==> src/rtl/axil_led_pkg.sv <==
// Shared definitions for the AXI4-Lite LED controller: register offsets, response codes, FSM states.
// Latency: n/a (definitions only).
// Backpressure: n/a.
package axil_led_pkg;

    // Byte offsets of the register map; address bits [1:0] are ignored on decode.
    localparam logic [7:0] REG_DATA     = 8'h00;
    localparam logic [7:0] REG_MODE     = 8'h04;
    localparam logic [7:0] REG_DUTY     = 8'h08;
    localparam logic [7:0] REG_PRESCALE = 8'h0C;
    localparam logic [7:0] REG_INFO     = 8'h10;

    localparam logic [1:0] RESP_OKAY   = 2'b00;
    localparam logic [1:0] RESP_SLVERR = 2'b10;

    typedef enum logic {W_IDLE, W_RESP} w_state_t;
    typedef enum logic {R_IDLE, R_DATA} r_state_t;

    // Merge a 32-bit write into an existing value, one byte lane per strobe bit.
    function automatic logic [31:0] apply_strb(input logic [31:0] old,
                                               input logic [31:0] wdata,
                                               input logic [3:0]  strb);
        logic [31:0] res;
        res = old;
        for (int b = 0; b < 4; b++) begin
            if (strb[b]) res[b*8 +: 8] = wdata[b*8 +: 8];
        end
        return res;
    endfunction

endpackage

==> src/rtl/led_pwm_gen.sv <==
// PWM source: prescaler tick drives a free-running PWM counter, compared against DUTY.
// Latency: pwm_on is combinational from the registered counter; a DUTY change is seen immediately.
// Backpressure: none. Ports: clk, rst (sync, high), prescale, duty, presc_clear in; pwm_on out.
module led_pwm_gen
    import axil_led_pkg::*;
#(
    parameter int PWM_W      = 8,
    parameter int PRESCALE_W = 16
) (
    input  logic                  clk,
    input  logic                  rst,
    input  logic [PRESCALE_W-1:0] prescale,
    input  logic [PWM_W-1:0]      duty,
    input  logic                  presc_clear,
    output logic                  pwm_on
);

    logic [PRESCALE_W-1:0] presc_cnt;
    logic [PWM_W-1:0]      pwm_cnt;

    // The >= compare makes a PRESCALE write below the current count wrap at once
    // instead of running all the way round the counter.
    always_ff @(posedge clk) begin
        if (rst) begin
            presc_cnt <= '0;
            pwm_cnt   <= '0;
        end else if (presc_clear) begin
            presc_cnt <= '0;
        end else if (presc_cnt >= prescale) begin
            presc_cnt <= '0;
            pwm_cnt   <= pwm_cnt + PWM_W'(1);
        end else begin
            presc_cnt <= presc_cnt + PRESCALE_W'(1);
        end
    end

    assign pwm_on = (pwm_cnt < duty);

endmodule

==> src/rtl/axil_led_ctrl.sv <==
// AXI4-Lite slave driving NUM_LEDS outputs, each static or PWM-dimmed; registers read back.
// Latency: write commits the cycle after AW+W are held, bvalid/led_o next cycle; read data one cycle after AR.
// Backpressure: one outstanding write and one read; ready drops while busy, returns on B/R handshake.
module axil_led_ctrl
    import axil_led_pkg::*;
#(
    parameter int NUM_LEDS   = 8,
    parameter int PWM_W      = 8,
    parameter int PRESCALE_W = 16,
    parameter int ADDR_W     = 8
) (
    input  logic                ACLK,
    input  logic                ARESET,
    input  logic [ADDR_W-1:0]   s_axi_awaddr,
    input  logic                s_axi_awvalid,
    output logic                s_axi_awready,
    input  logic [31:0]         s_axi_wdata,
    input  logic [3:0]          s_axi_wstrb,
    input  logic                s_axi_wvalid,
    output logic                s_axi_wready,
    output logic [1:0]          s_axi_bresp,
    output logic                s_axi_bvalid,
    input  logic                s_axi_bready,
    input  logic [ADDR_W-1:0]   s_axi_araddr,
    input  logic                s_axi_arvalid,
    output logic                s_axi_arready,
    output logic [31:0]         s_axi_rdata,
    output logic [1:0]          s_axi_rresp,
    output logic                s_axi_rvalid,
    input  logic                s_axi_rready,
    output logic [NUM_LEDS-1:0] led_o
);

    w_state_t w_state, w_state_nxt;
    r_state_t r_state, r_state_nxt;

    logic                  aw_held, w_held;
    logic [ADDR_W-1:0]     aw_addr_q;
    logic [31:0]           wdata_q;
    logic [3:0]            wstrb_q;
    logic [1:0]            bresp_q, rresp_q;
    logic [31:0]           rdata_q;

    logic [NUM_LEDS-1:0]   data_q, mode_q, data_nxt, mode_nxt, led_q;
    logic [PWM_W-1:0]      duty_q, duty_nxt;
    logic [PRESCALE_W-1:0] prescale_q, prescale_nxt;

    logic                  commit, b_done, wr_err, presc_clear, pwm_on;
    logic [31:0]           rd_val;
    logic                  rd_err;

    // Word-aligned decode; the low two address bits are masked off.
    function automatic logic hit(input logic [ADDR_W-1:0] a, input logic [7:0] off);
        return (a & ~ADDR_W'(3)) == ADDR_W'(off);
    endfunction

    // ---------------- write channel ----------------
    assign s_axi_awready = ~aw_held;
    assign s_axi_wready  = ~w_held;
    assign s_axi_bvalid  = (w_state == W_RESP);
    assign s_axi_bresp   = bresp_q;
    assign commit        = (w_state == W_IDLE) && aw_held && w_held;
    assign b_done        = (w_state == W_RESP) && s_axi_bready;

    always_comb begin
        w_state_nxt = w_state;
        case (w_state)
            W_IDLE:  if (aw_held && w_held) w_state_nxt = W_RESP;
            W_RESP:  if (s_axi_bready)      w_state_nxt = W_IDLE;
            default: w_state_nxt = W_IDLE;
        endcase
    end

    // Register update happens only in the commit cycle; an error leaves every register alone.
    always_comb begin
        data_nxt     = data_q;
        mode_nxt     = mode_q;
        duty_nxt     = duty_q;
        prescale_nxt = prescale_q;
        wr_err       = 1'b0;
        presc_clear  = 1'b0;
        if (commit) begin
            if (hit(aw_addr_q, REG_DATA)) begin
                data_nxt = NUM_LEDS'(apply_strb(32'(data_q), wdata_q, wstrb_q));
            end else if (hit(aw_addr_q, REG_MODE)) begin
                mode_nxt = NUM_LEDS'(apply_strb(32'(mode_q), wdata_q, wstrb_q));
            end else if (hit(aw_addr_q, REG_DUTY)) begin
                duty_nxt = PWM_W'(apply_strb(32'(duty_q), wdata_q, wstrb_q));
            end else if (hit(aw_addr_q, REG_PRESCALE)) begin
                prescale_nxt = PRESCALE_W'(apply_strb(32'(prescale_q), wdata_q, wstrb_q));
                presc_clear  = 1'b1;
            end else begin
                wr_err = 1'b1;
            end
        end
    end

    always_ff @(posedge ACLK) begin
        if (ARESET) begin
            w_state    <= W_IDLE;
            aw_held    <= 1'b0;
            w_held     <= 1'b0;
            aw_addr_q  <= '0;
            wdata_q    <= '0;
            wstrb_q    <= '0;
            bresp_q    <= RESP_OKAY;
            data_q     <= '0;
            mode_q     <= '0;
            duty_q     <= '0;
            prescale_q <= '0;
            led_q      <= '0;
        end else begin
            w_state    <= w_state_nxt;
            data_q     <= data_nxt;
            mode_q     <= mode_nxt;
            duty_q     <= duty_nxt;
            prescale_q <= prescale_nxt;
            if (commit) bresp_q <= wr_err ? RESP_SLVERR : RESP_OKAY;
            if (b_done) begin
                aw_held <= 1'b0;
                w_held  <= 1'b0;
            end else begin
                if (s_axi_awvalid && s_axi_awready) begin
                    aw_held   <= 1'b1;
                    aw_addr_q <= s_axi_awaddr;
                end
                if (s_axi_wvalid && s_axi_wready) begin
                    w_held  <= 1'b1;
                    wdata_q <= s_axi_wdata;
                    wstrb_q <= s_axi_wstrb;
                end
            end
            // Built from the next-state registers so a DATA/MODE commit shows up alongside bvalid.
            led_q <= data_nxt & (~mode_nxt | {NUM_LEDS{pwm_on}});
        end
    end

    assign led_o = led_q;

    // ---------------- read channel ----------------
    assign s_axi_arready = (r_state == R_IDLE);
    assign s_axi_rvalid  = (r_state == R_DATA);
    assign s_axi_rdata   = rdata_q;
    assign s_axi_rresp   = rresp_q;

    always_comb begin
        r_state_nxt = r_state;
        case (r_state)
            R_IDLE:  if (s_axi_arvalid) r_state_nxt = R_DATA;
            R_DATA:  if (s_axi_rready)  r_state_nxt = R_IDLE;
            default: r_state_nxt = R_IDLE;
        endcase
    end

    // Reads sample the current registers, so a same-cycle write commit is not yet visible.
    always_comb begin
        rd_val = '0;
        rd_err = 1'b0;
        if (hit(s_axi_araddr, REG_DATA))          rd_val = 32'(data_q);
        else if (hit(s_axi_araddr, REG_MODE))     rd_val = 32'(mode_q);
        else if (hit(s_axi_araddr, REG_DUTY))     rd_val = 32'(duty_q);
        else if (hit(s_axi_araddr, REG_PRESCALE)) rd_val = 32'(prescale_q);
        else if (hit(s_axi_araddr, REG_INFO))     rd_val = {16'd0, 8'(PWM_W), 8'(NUM_LEDS)};
        else                                      rd_err = 1'b1;
    end

    always_ff @(posedge ACLK) begin
        if (ARESET) begin
            r_state <= R_IDLE;
            rdata_q <= '0;
            rresp_q <= RESP_OKAY;
        end else begin
            r_state <= r_state_nxt;
            if (s_axi_arvalid && s_axi_arready) begin
                rdata_q <= rd_val;
                rresp_q <= rd_err ? RESP_SLVERR : RESP_OKAY;
            end
        end
    end

    led_pwm_gen #(
        .PWM_W      (PWM_W),
        .PRESCALE_W (PRESCALE_W)
    ) u_pwm (
        .clk         (ACLK),
        .rst         (ARESET),
        .prescale    (prescale_q),
        .duty        (duty_q),
        .presc_clear (presc_clear),
        .pwm_on      (pwm_on)
    );

endmodule

==> config.mk <==
export PLATFORM = sky130hd
export DESIGN_NAME = axil_led_ctrl
export DESIGN_NICKNAME = d
export VERILOG_FILES = /design/src/rtl/axil_led_pkg.sv /design/src/rtl/led_pwm_gen.sv /design/src/rtl/axil_led_ctrl.sv
export SDC_FILE = /design/constraint.sdc
export NUM_CORES = 1
export LEC_CHECK = 0
export ABC_AREA = 1
export BUFFER_PORTS_ARGS = -buffer_cell sky130_fd_sc_hd__buf_2
export CAP_MARGIN = 20
export CELL_PAD_IN_SITES_DETAIL_PLACEMENT = 1
export CELL_PAD_IN_SITES_GLOBAL_PLACEMENT = 1
export CORE_MARGIN = 3
export CORE_UTILIZATION = 40
export CTS_BUF_LIST = sky130_fd_sc_hd__clkbuf_16
export CTS_CLUSTER_SIZE = 8
export DETAILED_ROUTE_END_ITERATION = 8
export PLACE_DENSITY = 0.76
export SYNTH_ARGS = -nofsm -noshare
export SYNTH_HDL_FRONTEND = slang
export SYNTH_SLANG_ARGS = --single-unit
export TNS_END_PERCENT = 100
==> constraint.sdc <==
create_clock -name ACLK -period 3.9 [get_ports ACLK]
set_clock_uncertainty 0.05 [all_clocks]
set_input_delay 0.78 -clock ACLK [delete_from_list [all_inputs] [get_ports ACLK]]
set_output_delay 0.78 -clock ACLK [all_outputs]
set_load 0.02 [all_outputs]
==> results.json, run 1 <==
{
  "outcome": "completed",
  "regArea_mm2": 0.00236,
  "die-area_mm2": 0.0149,
  "die_w_um": 122,
  "routabilityCongestion": 0.805,
  "hold_buffers": 0,
  "fin_hold_ws_ns": 0.402,
  "io_pins": 108,
  "cp.required_ns": 4.17,
  "ys_ff_latch": 118,
  "drt-vias-per-instance": 5.10,
  "cts-root-buf": "clkbuf_16",
  "wl_per_cell_um": 15.8,
  "ys.flop_type": "dfxtp_1",
  "peakVddDrop_uv": 285,
  "hpwl_um": 10700,
  "path_buf_inv": 1,
  "firstDrtPassIters": 4,
  "maxCapViolations": 0,
  "hold_path.class": "flop to flop",
  "rows": 41,
  "cts_setup_buffers": 0,
  "area_growth_pct": 17.3,
  "die_y_um": 122,
  "grt_pass1_vias": 5065,
  "clock-sinks": 118,
  "vias": 4761,
  "multiInputGateArea_mm2": 0.00252,
  "slowest_delay_ns": 0.60,
  "ys_warn_count": 0,
  "p_per_area_mw_per_mm2": 473,
  "start_util": 0.418,
  "grt_max_degree": 75,
  "grt_pass1_wl_um": 24200,
  "ant_nets": 0,
  "ys_top_cells_by_count": "dfxtp_1, a21oi_1, inv_1",
  "finalSetupViolations": 0,
  "crit_start": "u_pwm.presc_cnt[9]$_SDFF_PP0_",
  "synth_cells": 686,
  "cp_slowest_cell": "nand4_1",
  "first_iter_violations": 268,
  "h-tree-depth": 4,
  "period_share": 0.604,
  "cts_buffers": 17,
  "drc": 0,
  "cp_max_fo": 16,
  "syn_area_mm2": 0.00540,
  "p_leak_uw": 0.00273,
  "cts_tree": "done",
  "synth_top_cells_by_area": "dfxtp_1, a21oi_1, ha_1, inv_1, o21ai_0",
  "regToRegStartpoint": "u_pwm.presc_cnt[9]$_SDFF_PP0_",
  "nNetsFinal": 834,
  "slew_headroom": 0.395,
  "wirelength_um": 14800,
  "synth-edff-count": 0,
  "synth_top_area_frac": 0.437,
  "core_area_mm2": 0.0129,
  "hold_start": "u_pwm.presc_cnt[0]$_SDFF_PP0_",
  "grt-ovfl-total": 0,
  "cpLargestDelayFamily": "simple AND/OR/NAND/NOR gates",
  "timing.final.hold_violations": 0,
  "total_power_uw": 3000,
  "drv_slew": 0,
  "synth.avg_cell_area_um2": 7.88,
  "layout-drive-gt1-share": 0.156,
  "clk_path_buf_depth": 2,
  "cp-start-kind": "flop",
  "clkSlewWorstSetupHoldPaths_ns": 0.05,
  "num_antenna_cells": 0,
  "cp-end-kind": "flop",
  "track_usage": 0.207,
  "grt_antenna_before_repair": 0,
  "crit_type": "flop to flop",
  "seq_area_frac_synth": 0.437,
  "timing.fmax_mhz": 425,
  "synth.distinct_cells": 39,
  "yosys.area.top_type": "dfxtp_1",
  "portBuffers": 67,
  "clk_latency_ns": 0.42,
  "crit_chain": "ha_1 > nand2_1 > inv_1 > o21bai_1 > a21oi_1 > nor2_1 > nand4_1 > nor3_1",
  "cts-resized-gates": 0,
  "nFillCells": 1652,
  "crit_arrival_ns": 2.62,
  "async_flop_share": 0,
  "period_needed_ns": 2.35,
  "tightest_slew_ns": 0.906,
  "yosysMostFrequentCell": "dfxtp_1",
  "rsz0062_at_grt": "no",
  "finalSetupTns_ns": 0
}
where the power goes:
part / internal, uW / switching (uW)
Sequential: 1240 / 23.4
Clock: 982 / 541
Combinational: 59.5 / 150
Total: 2280 / 715
cells in the final DEF, fill, tap and decap left out, drive strengths merged, types with 10 or more instances in the layout:
master	netlist	layout
inv	82	84
buf	30	70
nor2	63	63
o21ai	69	69
clkbuf	12	17
nand4	10	10
conb	1	18
dfxtp	118	118
a21oi	98	98
ha	25	25
nand2	79	79
nand3	37	37
nor3	15	15
cells by family after synthesis:
logic type                 synth area share
AOI/OAI and AO/OA                     0.176
DFF                                   0.437
other                              0.000694
adders and majority gates            0.0579
and+or+nand+nor                       0.198
xor gates and xnor gates             0.0227
buffers and inverters                 0.107
cell type report:
cell class                 instances  area share
clock buffer                      17      0.0671
clock inverter                    14      0.0227
inverter                          82      0.0486
multi-input combinational        461       0.398
sequential                       118       0.373
tap                              172      0.0340
timing repair buffer              70      0.0565
through the flow:
stage / utilization / instances / instance area, um^2 / setup slack [ns]
floorplan: - / 703 / 5470 / 2.06
global placement: 0.446 / 903 / 5770 / 1.22
detailed placement: 0.446 / 903 / 5770 / 1.13
CTS: 0.490 / 934 / 6340 / 1.55
global route: 0.490 / 934 / 6340 / 1.25
finish: 0.490 / 934 / 6340 / 1.55
path summary, 6_finish.rpt:
kind | cells after the start | end | slack (ns)
worst max-delay path | 8 | u_pwm.presc_cnt[6]$_SDFF_PP0_ | 1.55
worst min-delay path | 1 | u_pwm.presc_cnt[0]$_SDFF_PP0_ | 0.40
worst max register to register | 8 | u_pwm.presc_cnt[6]$_SDFF_PP0_ | 1.55
worst min register to register | 1 | u_pwm.presc_cnt[0]$_SDFF_PP0_ | 0.40
sequential cells by signal, indices dropped and copies added (netlist names), 8 cells and up:
register and flops:
prescale_q 16, s_axi_rdata 16, u_pwm.presc_cnt 16, wdata_q 16
data_q 8, duty_q 8, led_o 8, mode_q 8
u_pwm.pwm_cnt 8
layer usage:
layer  track usage  routed length (um)
met2         0.358                7310
met5             0                   0
met4        0.0826                 334
met1         0.249                6580
met3        0.0456                 540
No activity file was read; power rests on OpenSTA's default activity.
==> run 2: changes to the inputs <==
clock period = 2.3 ns   (was 3.9 ns; I/O delays follow)
==> results.json, run 2 (synthesis results as in run 1) <==
{
  "outcome": "completed",
  "track_usage": 0.212,
  "drc": 0,
  "hold_buffers": 0,
  "vias": 4832,
  "timing.fmax_mhz": 488,
  "hold_path.class": "input port to flop",
  "wirelength_um": 14900,
  "wl_per_cell_um": 15.8,
  "rows": 41,
  "rsz0062_at_grt": "no",
  "h-tree-depth": 4,
  "timing.final.hold_violations": 0,
  "clk_latency_ns": 0.41,
  "io_pins": 108,
  "portBuffers": 67,
  "crit_type": "flop to flop",
  "grt_antenna_before_repair": 0,
  "grt_max_degree": 76,
  "finalSetupViolations": 0,
  "ant_nets": 0,
  "cp.required_ns": 2.58,
  "fin_hold_ws_ns": 0.225,
  "clk_path_buf_depth": 2,
  "die-area_mm2": 0.0149,
  "cts-root-buf": "clkbuf_16",
  "cp-start-kind": "flop",
  "finalSetupTns_ns": 0,
  "nNetsFinal": 843,
  "layout-drive-gt1-share": 0.167,
  "period_needed_ns": 2.05,
  "final_cell_mix": "dfxtp_1, a21oi_1, inv_1, nand2_1, buf_2",
  "start_util": 0.418,
  "cts_buffers": 17,
  "p_leak_uw": 0.00278,
  "final_common_cell": "dfxtp_1",
  "period_share": 0.891,
  "drt-vias-per-instance": 5.12,
  "slew_headroom": 0.527,
  "tightest_slew_ns": 0.708,
  "cts_tree": "done",
  "cts-resized-gates": 0,
  "peakVddDrop_uv": 508,
  "core_area_mm2": 0.0129,
  "drv_slew": 0,
  "cp_max_fo": 10,
  "maxCapViolations": 0,
  "nFillCells": 1648,
  "grt_pass1_vias": 5127,
  "first_iter_violations": 157,
  "area_growth_pct": 18.7,
  "r2r_slack_ns": 0.25,
  "num_antenna_cells": 0,
  "p_per_area_mw_per_mm2": 793,
  "cp-end-kind": "flop",
  "grt-ovfl-total": 0,
  "routabilityCongestion": 0.796,
  "clock-sinks": 118,
  "firstDrtPassIters": 4,
  "cts_setup_buffers": 0,
  "crit_arrival_ns": 2.34,
  "die_w_um": 122,
  "hpwl_um": 10500,
  "die_y_um": 122,
  "grt_pass1_wl_um": 24900,
  "clkSlewWorstSetupHoldPaths_ns": 0.05
}
-- run 2: metal layers --
layer,vias up,GRT usage,wire length [um]
met1,2317,0.248,6600
met2,100,0.378,7480
met3,27,0.0479,579
li1,2388,-,-
met4,0,0.0770,269
met5,-,0,0
-- run 2: worst paths after layout --
path | cells after the start | endpoint | start
hold / removal | 3 | wdata_q[12]$_SDFFE_PP0P_ | s_axi_wdata[12]
setup reg to reg | 9 | u_pwm.pwm_cnt[6]$_SDFFE_PP0P_ | prescale_q[15]$_SDFFE_PP0P_
setup / recovery | 9 | u_pwm.pwm_cnt[6]$_SDFFE_PP0P_ | prescale_q[15]$_SDFFE_PP0P_
hold reg to reg | 1 | u_pwm.presc_cnt[0]$_SDFF_PP0_ | u_pwm.presc_cnt[0]$_SDFF_PP0_
-- run 2: power by group --
part | total, uW | switching [uW] | internal [uW]
registers | 2150 | 41.4 | 2110
logic | 371 | 260 | 111
clock network | 2560 | 900 | 1660
-- run 2: critical path: stages, from the launching register on --
cell and delay [ns]:
dfxtp_1 0.38, inv_1 0.06, ha_1 0.33, a21oi_1 0.14, o21ai_0 0.10, nor2_1 0.21
nand2_2 0.19, nand2_1 0.26, nand2_1 0.10, a21oi_1 0.17
-- run 2: area by class of cell --
type,instances,area [um^2],share of cell area
clock buffers,17,425,0.0663
clock inverters,14,143,0.0222
inverters,82,308,0.0480
multi-input cells,461,2520,0.394
flip-flops and latches,118,2360,0.368
well taps,172,215,0.0335
repair buffers,79,438,0.0683
-- run 2: metrics by stage --
stage	utilization	power (uW)	area [um^2]	worst slack, ns	std cells
finish	0.496	5080	6420	0.250	943
global route	0.496	5280	6420	0.0460	943
CTS	0.496	5130	6420	0.248	943
detailed placement	0.452	2560	5850	0.289	912
global placement	0.452	2540	5850	0.393	912
floorplan	-	2450	5470	0.616	703
